===== src/rtl/gon_pkg.sv =====
// Shared GON scheduler types: FSM state encoding, the tags FIFO word layout
// and default field widths.
package gon_pkg;

    localparam int GON_ROW_TAG_W = 4;
    localparam int GON_COL_TAG_W = 4;
    localparam int GON_REP_W     = 8;
    localparam int GON_PEND_W    = 13;

    typedef enum logic [1:0] {
        ST_IDLE  = 2'd0,
        ST_ISSUE = 2'd1,
        ST_DRAIN = 2'd2,
        ST_FIN   = 2'd3
    } gon_sched_state_t;

    // Column tag sits in the upper half, matching the wrapper's {col_tag,row_tag} word.
    typedef struct packed {
        logic [GON_COL_TAG_W-1:0] col;
        logic [GON_ROW_TAG_W-1:0] row;
    } gon_tag_t;

endpackage


===== src/rtl/gon_region_cnt.sv =====
// Nested repeat/column/row counter walking a PE region in row-major order;
// advances one beat per accepted write and flags the final beat.
module gon_region_cnt #(
    parameter int ROW_TAG_WIDTH = 4,
    parameter int COL_TAG_WIDTH = 4,
    parameter int REP_WIDTH     = 8
) (
    input  logic                     clk,
    input  logic                     reset,
    input  logic                     clear,
    input  logic                     advance,
    input  logic [ROW_TAG_WIDTH:0]   num_rows,
    input  logic [COL_TAG_WIDTH:0]   num_cols,
    input  logic [REP_WIDTH-1:0]     num_rep,
    output logic [ROW_TAG_WIDTH:0]   row_cnt,
    output logic [COL_TAG_WIDTH:0]   col_cnt,
    output logic                     last
);

    logic [REP_WIDTH-1:0] rep_cnt;
    logic                 rep_last;
    logic                 col_last;
    logic                 row_last;

    assign rep_last = (rep_cnt == num_rep - REP_WIDTH'(1));
    assign col_last = (col_cnt == num_cols - (COL_TAG_WIDTH + 1)'(1));
    assign row_last = (row_cnt == num_rows - (ROW_TAG_WIDTH + 1)'(1));
    assign last     = rep_last & col_last & row_last;

    always_ff @(posedge clk) begin
        if (reset || clear) begin
            rep_cnt <= '0;
            col_cnt <= '0;
            row_cnt <= '0;
        end else if (advance) begin
            if (!rep_last) begin
                rep_cnt <= rep_cnt + REP_WIDTH'(1);
            end else begin
                rep_cnt <= '0;
                if (!col_last) begin
                    col_cnt <= col_cnt + (COL_TAG_WIDTH + 1)'(1);
                end else begin
                    col_cnt <= '0;
                    row_cnt <= row_last ? '0 : row_cnt + (ROW_TAG_WIDTH + 1)'(1);
                end
            end
        end
    end

endmodule


===== src/rtl/gon_tag_sched.sv =====
// GON tag scheduler: streams {col_tag,row_tag} pairs for a PE region into the
// tags FIFO. Define GON_TAG_SCHED_DRAIN_EN to hold completion until data drains.
module gon_tag_sched
    import gon_pkg::*;
#(
    parameter int ROW_TAG_WIDTH = GON_ROW_TAG_W,
    parameter int COL_TAG_WIDTH = GON_COL_TAG_W,
    parameter int REP_WIDTH     = GON_REP_W,
    parameter int PEND_WIDTH    = GON_PEND_W
) (
    input  logic                     clk,
    input  logic                     reset,
    input  logic                     start,
    input  logic [ROW_TAG_WIDTH-1:0] cfg_row_base,
    input  logic [ROW_TAG_WIDTH:0]   cfg_num_rows,
    input  logic [COL_TAG_WIDTH-1:0] cfg_col_base,
    input  logic [COL_TAG_WIDTH:0]   cfg_num_cols,
    input  logic [REP_WIDTH-1:0]     cfg_repeat,
    output logic [ROW_TAG_WIDTH-1:0] row_tag,
    output logic [COL_TAG_WIDTH-1:0] col_tag,
    output logic                     tags_wr_en,
    input  logic                     tags_full,
    input  logic                     data_rd_en,
    input  logic                     data_empty,
    output logic                     busy,
    output logic                     done
);

    gon_sched_state_t state;
    gon_sched_state_t state_next;

    logic [ROW_TAG_WIDTH-1:0] row_base;
    logic [ROW_TAG_WIDTH:0]   num_rows;
    logic [COL_TAG_WIDTH-1:0] col_base;
    logic [COL_TAG_WIDTH:0]   num_cols;
    logic [REP_WIDTH-1:0]     num_rep;
    logic [ROW_TAG_WIDTH:0]   row_cnt;
    logic [COL_TAG_WIDTH:0]   col_cnt;
    logic                     cnt_last;
    logic                     job_start;
    logic                     cfg_zero;
    logic                     fin_hold;

    assign job_start = (state == ST_IDLE) && start;
    assign cfg_zero  = (cfg_num_rows == '0) || (cfg_num_cols == '0) || (cfg_repeat == '0);

    always_ff @(posedge clk) begin
        if (reset) begin
            row_base <= '0;
            num_rows <= '0;
            col_base <= '0;
            num_cols <= '0;
            num_rep  <= '0;
        end else if (job_start) begin
            row_base <= cfg_row_base;
            num_rows <= cfg_num_rows;
            col_base <= cfg_col_base;
            num_cols <= cfg_num_cols;
            num_rep  <= cfg_repeat;
        end
    end

    gon_region_cnt #(
        .ROW_TAG_WIDTH (ROW_TAG_WIDTH),
        .COL_TAG_WIDTH (COL_TAG_WIDTH),
        .REP_WIDTH     (REP_WIDTH)
    ) u_region_cnt (
        .clk      (clk),
        .reset    (reset),
        .clear    (job_start),
        .advance  (tags_wr_en),
        .num_rows (num_rows),
        .num_cols (num_cols),
        .num_rep  (num_rep),
        .row_cnt  (row_cnt),
        .col_cnt  (col_cnt),
        .last     (cnt_last)
    );

    assign row_tag = row_base + row_cnt[ROW_TAG_WIDTH-1:0];
    assign col_tag = col_base + col_cnt[COL_TAG_WIDTH-1:0];

`ifdef GON_TAG_SCHED_DRAIN_EN
    logic [PEND_WIDTH-1:0] pend;
    logic                  pend_dec;

    assign pend_dec = data_rd_en & ~data_empty;

    always_ff @(posedge clk) begin
        if (reset || job_start) begin
            pend <= '0;
        end else if (tags_wr_en && !pend_dec) begin
            pend <= pend + PEND_WIDTH'(1);
        end else if (!tags_wr_en && pend_dec && (pend != '0)) begin
            pend <= pend - PEND_WIDTH'(1);
        end
    end
`else
    logic [PEND_WIDTH-1:0] unused_pend;
    logic                  unused_data;
    assign unused_pend = '0;
    assign unused_data = data_rd_en ^ data_empty;
`endif

    // Zero-count jobs spend one extra cycle in FIN so done lands two cycles after start.
    always_ff @(posedge clk) begin
        if (reset) begin
            fin_hold <= 1'b0;
        end else if (job_start) begin
            fin_hold <= cfg_zero;
        end else if (state == ST_FIN) begin
            fin_hold <= 1'b0;
        end
    end

    always_ff @(posedge clk) begin
        if (reset) begin
            state <= ST_IDLE;
        end else begin
            state <= state_next;
        end
    end

    always_comb begin
        state_next = state;
        case (state)
            ST_IDLE: begin
                if (start) begin
                    state_next = cfg_zero ? ST_FIN : ST_ISSUE;
                end
            end
            ST_ISSUE: begin
                if (tags_wr_en && cnt_last) begin
`ifdef GON_TAG_SCHED_DRAIN_EN
                    state_next = ST_DRAIN;
`else
                    state_next = ST_FIN;
`endif
                end
            end
            ST_DRAIN: begin
`ifdef GON_TAG_SCHED_DRAIN_EN
                if (pend == '0) begin
                    state_next = ST_FIN;
                end
`else
                state_next = ST_FIN;
`endif
            end
            ST_FIN: begin
                if (!fin_hold) begin
                    state_next = ST_IDLE;
                end
            end
            default: state_next = ST_IDLE;
        endcase
    end

    always_comb begin
        tags_wr_en = (state == ST_ISSUE) && !tags_full;
        busy       = (state != ST_IDLE);
        done       = (state == ST_FIN) && !fin_hold;
    end

endmodule


===== config.mk =====
export PLATFORM = sky130hd
export DESIGN_NAME = gon_tag_sched
export DESIGN_NICKNAME = d
export VERILOG_FILES = /design/src/rtl/gon_pkg.sv /design/src/rtl/gon_region_cnt.sv /design/src/rtl/gon_tag_sched.sv
export SDC_FILE = /design/constraint.sdc
export NUM_CORES = 1
export LEC_CHECK = 0
export ABC_AREA = 1
export CORE_UTILIZATION = 54
export DETAILED_ROUTE_END_ITERATION = 6
export PLACE_DENSITY = 0.8
export REMOVE_ABC_BUFFERS = 1
export SLEW_MARGIN = 15
export SYNTH_ARGS = -nofsm -noshare
export SYNTH_HDL_FRONTEND = slang
export SYNTH_SLANG_ARGS = --single-unit

===== constraint.sdc =====
create_clock -name clk -period 2.1 [get_ports clk]
set_input_delay 0.42 -clock clk [delete_from_list [all_inputs] [get_ports clk]]
set_output_delay 0.42 -clock clk [all_outputs]
set_load 0.005 [all_outputs]

-- Word-level counts from Yosys, hierarchy flattened
Index checks and enable logic that the tools add are counted.
- $add $sub $neg: 8
- equality and inequality tests: 9
- muxes and demuxes: 10
- bitwise logic cells: 2
- reduce and logical (&&, ||, !) cells: 18
- operators with widths (cell ; count):
    5-bit by 1-bit adder with 5-bit output (second input constant) ; 2
    5-bit equality test ; 2
    5-bit logical NOT ; 2
    5-bit two-way mux ; 2
    5-bit by 1-bit subtractor with 5-bit output (second input constant) ; 2
    4-bit adder ; 2
    8-bit by 1-bit adder with 8-bit output (second input constant) ; 1
    8-bit equality test ; 1
    8-bit logical NOT ; 1
    2-bit two-way mux ; 4
    8-bit two-way mux ; 1
    2-bit one-hot mux with 4 select lines ; 1
    8-bit by 1-bit subtractor with 8-bit output (second input constant) ; 1
    2-bit inequality test (second input constant) ; 3
    3-bit AND reduction ; 2
    2-bit equality test (second input constant) ; 2
    1-bit logical AND ; 4
    2-bit nonzero test ; 2
    1-bit logical OR ; 3
    1-bit AND ; 2
    2-bit by 1-bit equality test with 1-bit output (second input constant) ; 1
    1-bit logical NOT ; 2
    2-bit logical NOT ; 1
    1-bit two-way mux ; 2
    2-bit AND reduction ; 1
- register bits after elaboration: 47
- input bits: 32
- logic and storage cells: 57

-- Longest topological paths before layout
- depth after elaboration: 7
- depth in mapped cells: 17
- depth with buffers taken out: 17

-- Hierarchy
From an unflattened synthesis, not the netlist that was laid out.
- cell total of the unflattened synthesis: 434
- area, all modules: 2896.5 um2
- by module, submodules not included (module ; instances ; cells an instance ; area each (um2) ; seq. area each (um2)):
    gon_region_cnt ; 1 ; 253 ; 1517.7 ; 360.3
    gon_tag_sched ; 1 ; 181 ; 1378.8 ; 580.6

-- Worst setup path before layout
Ideal clock, no wire load.
- kind: flip-flop to flip-flop
- start: reg num_rep[0]
- end: reg u_region_cnt.row_cnt[3]
- arrival: 1.711 ns
- required time: 1.985 ns
- path slack: 0.273 ns
- stages on the path, launching flop included: 13
- path through: dfxtp_1 -> inv_2 -> ha_1 -> xnor2_1 -> nor2_1 -> nand3_1 -> nor2_2 -> nand3_4 -> nor2_8 -> nand2_4 -> nor2_2 -> xnor2_1 -> nor2_2
- word-level cells in the longest chain between the ends: 3
- RTL lines (what ; line ; RTL):
    start, declared ; gon_tag_sched.sv:36 ; logic [REP_WIDTH-1:0] num_rep;
    start signal, assigned ; gon_tag_sched.sv:59 ; num_rep <= cfg_repeat;
    8-bit by 1-bit subtractor with 8-bit output ; gon_region_cnt.sv:25 ; assign rep_last = (rep_cnt == num_rep - REP_WIDTH'(1));
    8-bit equality test ; gon_region_cnt.sv:25 ;
    3-bit AND reduction (no line) ; n/a ;
    end signal, assigned ; gon_region_cnt.sv:44 ; row_cnt <= row_last ? '0 : row_cnt + (ROW_TAG_WIDTH + 1)'(1);
    end, declared ; gon_region_cnt.sv:15 ; output logic [ROW_TAG_WIDTH:0] row_cnt,
Every way passes these cells.
A chain may end at the register's enable or synchronous reset.

-- Worst setup path after layout
- start: reg num_cols[0]
- end: reg u_region_cnt.row_cnt[3]
- word-level cells in the longest chain between the ends: 3
- RTL lines (what ; line ; RTL):
    start, declared ; gon_tag_sched.sv:35 ; logic [COL_TAG_WIDTH:0] num_cols;
    start signal, assigned ; gon_tag_sched.sv:58 ; num_cols <= cfg_num_cols;
    5-bit by 1-bit subtractor with 5-bit output ; gon_region_cnt.sv:26 ; assign col_last = (col_cnt == num_cols - (COL_TAG_WIDTH + 1)'(1));
    5-bit equality test ; gon_region_cnt.sv:26 ;
    3-bit AND reduction (no line) ; n/a ;
Every way passes these cells.

==> impl_metrics.yaml <==
sta:
  max_freq_mhz: 481.3
  fin_ws_ns: 0.02236
  setup_viol: 0
  timing.setup.tns_ns: 0
  holdWs_ns: 0.4841
  worst_pin_slew_ns: 0.4638
  period_share_pct: 98.94
  finClkSkew_ns: 0.01058
  max_slew_margin_pct: 68.75
  min_period_ns: 2.078
  finalHoldViolCount: 0
  drv_slew: 0
layout:
  num-nets-final: 490
  finalNonFillerCells: 507
  diodes: 0
  post-route-util_pct: 74.13
  drive_gt1_share_pct: 15.68
  seqCellArea_um2: 957.2
  fin_area_um2: 3571
  syn2layout_area_growth_pct: 29.55
  nFillCells: 400
  multiInputGateArea_um2: 1622
hold_path:
  min_path_type: "register to register"
  hold_depth: 2
  hold_start: "col_base[0]$_SDFFE_PP0P_"
grt:
  antenna_found_initial: 0
  grt_first_pass_wirelength_um: 10360
  grt_overflow: 0
  grt_max_degree: 21
  grt-busiest-layer: "met2"
  use_met2_pct: 44.24
  met3_usage_pct: 5.075
  grt_pass1_vias: 2399
  grtUsageTotal_pct: 24.74
  met1_usage_pct: 29.80
status:
  status: "completed"
setup_path:
  critical_path.max_stage_delay_ns: 0.32
  crit_chain: "inv_1 -> ha_2 -> xnor2_1 -> a21oi_1 -> nand3_2 -> nor3_4 -> buf_12 -> nand2_4 -> nor2_2 -> xnor2_1 -> nor2_2"
  crit_path_start: "num_cols[0]$_SDFFE_PP0P_"
  worstRegToRegCells: 11
  crit_type: "register to register"
  cp-end-kind: "register"
  cp.arrival_ns: 2.28
  critPathMaxFanout: 5
  critPathBufInv: 2
  crit_family: "simple AND/OR/NAND/NOR gates"
  cpMaxStageDelayCell: "dfxtp_1"
  r2r-start: "num_cols[0]$_SDFFE_PP0P_"
  startpoint_type: "register"
  cp_num_cells: 11
  required_ns: 2.30
synth:
  netlist.area_leader.share_pct: 34.14
  ys_seq_elements: 47
  synth_area_per_cell_um2: 7.292
  yosys.area.top_type: "dfxtp_1"
  seq_area_frac_synth_pct: 34.14
  async_flop_share_pct: 0
  synth_top_cells_by_count: "inv_1 (59), nand2_1 (59), dfxtp_1 (47)"
  synth-edff-count: 0
  synth_area_leaders: "dfxtp_1 (34%), inv_1 (8.0%), nand2_1 (8.0%), ha_1 (7.7%), nor2_1 (5.4%)"
  ys.flop_type: "dfxtp_1"
  ys_warn_count: 0
  synth_cell_type_count: 33
  synthesis.instances: 378
  syn-cell-area_um2: 2756
pwr:
  power_frac_comb_pct: 41.5
  netSwitchingFraction_pct: 37.08
  internal-power_mw: 1.884
  p_sw_mw: 1.110
  p_leak_nw: 1.621
  ir_worst_vdd_v: 0.0006289
  seqPwrFrac_pct: 38.3
  clock_power_share_pct: 20.3
  power_density_nw_per_um2: 838.6
  p_total_mw: 2.995
die:
  dieHeight_um: 73.45
  initial_core_util_pct: 57.22
  row_count: 25
  die_x_um: 73.45
  coreArea_um2: 4817
  ios: 43
  dieArea_um2: 5394
route:
  firstDrtPassIters: 4
  ant_nets: 0
  drcViolationCount: 0
  wl_um: 6682
  vias_per_cell: 5.215
  vias: 2644
  wl_per_cell_um: 13.18
  first_iter_violations: 128
clocking:
  cts.clk_slew.worst_paths_ns: 0.08
  numCtsBuffers: 5
  clk_latency_ns: 0.31
  clockBufferDepth: 2
  cts_tree: "built"
  h-tree-depth: 2
  clock-root-buffer: "clkbuf_8"
  clock-sinks: 47
placement:
  place.gp.congestion: 0.8639
  dp_hpwl_um: 4739
  dp_cells: 493
  port_buffers: 40
  dpl-instance-area_um2: 3318
  post-place-ws_ns: 0.05827
run:
  cap_violations: 0
routing by layer:
layer | vias up | wire, um | part of all wire, %
met2 | 67 | 3478 | 52
met5 | - | 0 | 0
li1 | 1339 | - | -
met3 | 8 | 322 | 4.8
met4 | 0 | 78 | 1.2
met1 | 1230 | 2803 | 42
tightest hold or removal path: cells and delay by family, from the launching register on:
kind | cells | cell delay, ns
flip-flops | 1 | 0.34
AND/OR/NAND/NOR | 2 | 0.12
layout by cell type, fill, tap and decap left out, drive strengths merged:
master | synthesis | layout
clkbuf | 5 | 8
o211ai | 1 | 1
or2 | 4 | 4
xor2 | 9 | 9
dlygate4sd2 | 0 | 4
xnor2 | 17 | 17
clkdlybuf4s15 | 0 | 2
nand2 | 63 | 63
nor3 | 5 | 5
nand4 | 6 | 6
buf | 0 | 19
o22ai | 10 | 10
nor2 | 46 | 46
clkdlybuf4s50 | 0 | 33
nand3b | 1 | 1
fa | 2 | 2
clkinv | 1 | 1
a21oi | 17 | 17
inv | 64 | 64
ha | 17 | 17
dlymetal6s2s | 0 | 1
nand3 | 31 | 31
dfxtp | 47 | 47
nor3b | 4 | 4
nor4 | 1 | 1
a31oi | 2 | 2
o21ai | 24 | 24
a211oi | 1 | 1
repair_timing:
action | CTS | global route
resized for setup | 11 | 28
setup endpoints to repair | 7 | 24
pin swaps | 0 | 8
buffers inserted | 0 | 6
hold buffers | 0 | 0
flip-flops by register name, summed over array words and instances, names as in the netlist, 4 cells and up:
signal and flops:
num_rep 8, u_region_cnt.rep_cnt 8, num_cols 5, num_rows 5, u_region_cnt.col_cnt 5, u_region_cnt.row_cnt 5, col_base 4, row_base 4
power groups by stage:
stage,Clock [mW],Sequential [mW],Combinational (mW)
3_3_place_gp,0,1.13,1.13
5_1_grt,0.641,1.16,1.42
3_5_place_dp,0,1.13,1.17
2_1_floorplan,0,1.11,0.804
4_1_cts,0.606,1.12,1.17
6_report,0.607,1.15,1.24
final cells by class:
class | instances | area share (%)
multi-input cells | 261 | 45.41
flip-flops and latches | 47 | 26.80
repair buffers | 59 | 15.59
inverters | 65 | 7.043
clock buffers | 8 | 2.803
well taps | 67 | 2.348
cell families (layout without fill, tap and decap cells):
| family | count (synthesis) | in the layout | synth area share [%] |
|---|---|---|---|
| adder cells (fa/ha/maj) | 19 | 19 | 9.169 |
| AND/OR/NAND/NOR | 161 | 161 | 28.14 |
| flip-flops | 47 | 47 | 34.14 |
| buffers and inverters | 70 | 132 | 9.577 |
| AO/OA/AOI/OAI | 55 | 55 | 10.71 |
| XOR/XNOR | 26 | 26 | 8.262 |
final timing paths:
| kind | end | slack [ns] |
|---|---|---|
| max | u_region_cnt.row_cnt[3]$_SDFFE_PP0P_ | 0.02 |
| max reg2reg | u_region_cnt.row_cnt[3]$_SDFFE_PP0P_ | 0.02 |
| min | col_base[0]$_SDFFE_PP0P_ | 0.48 |
| min reg2reg | col_base[0]$_SDFFE_PP0P_ | 0.48 |
Power figures use the tool's default switching activity.
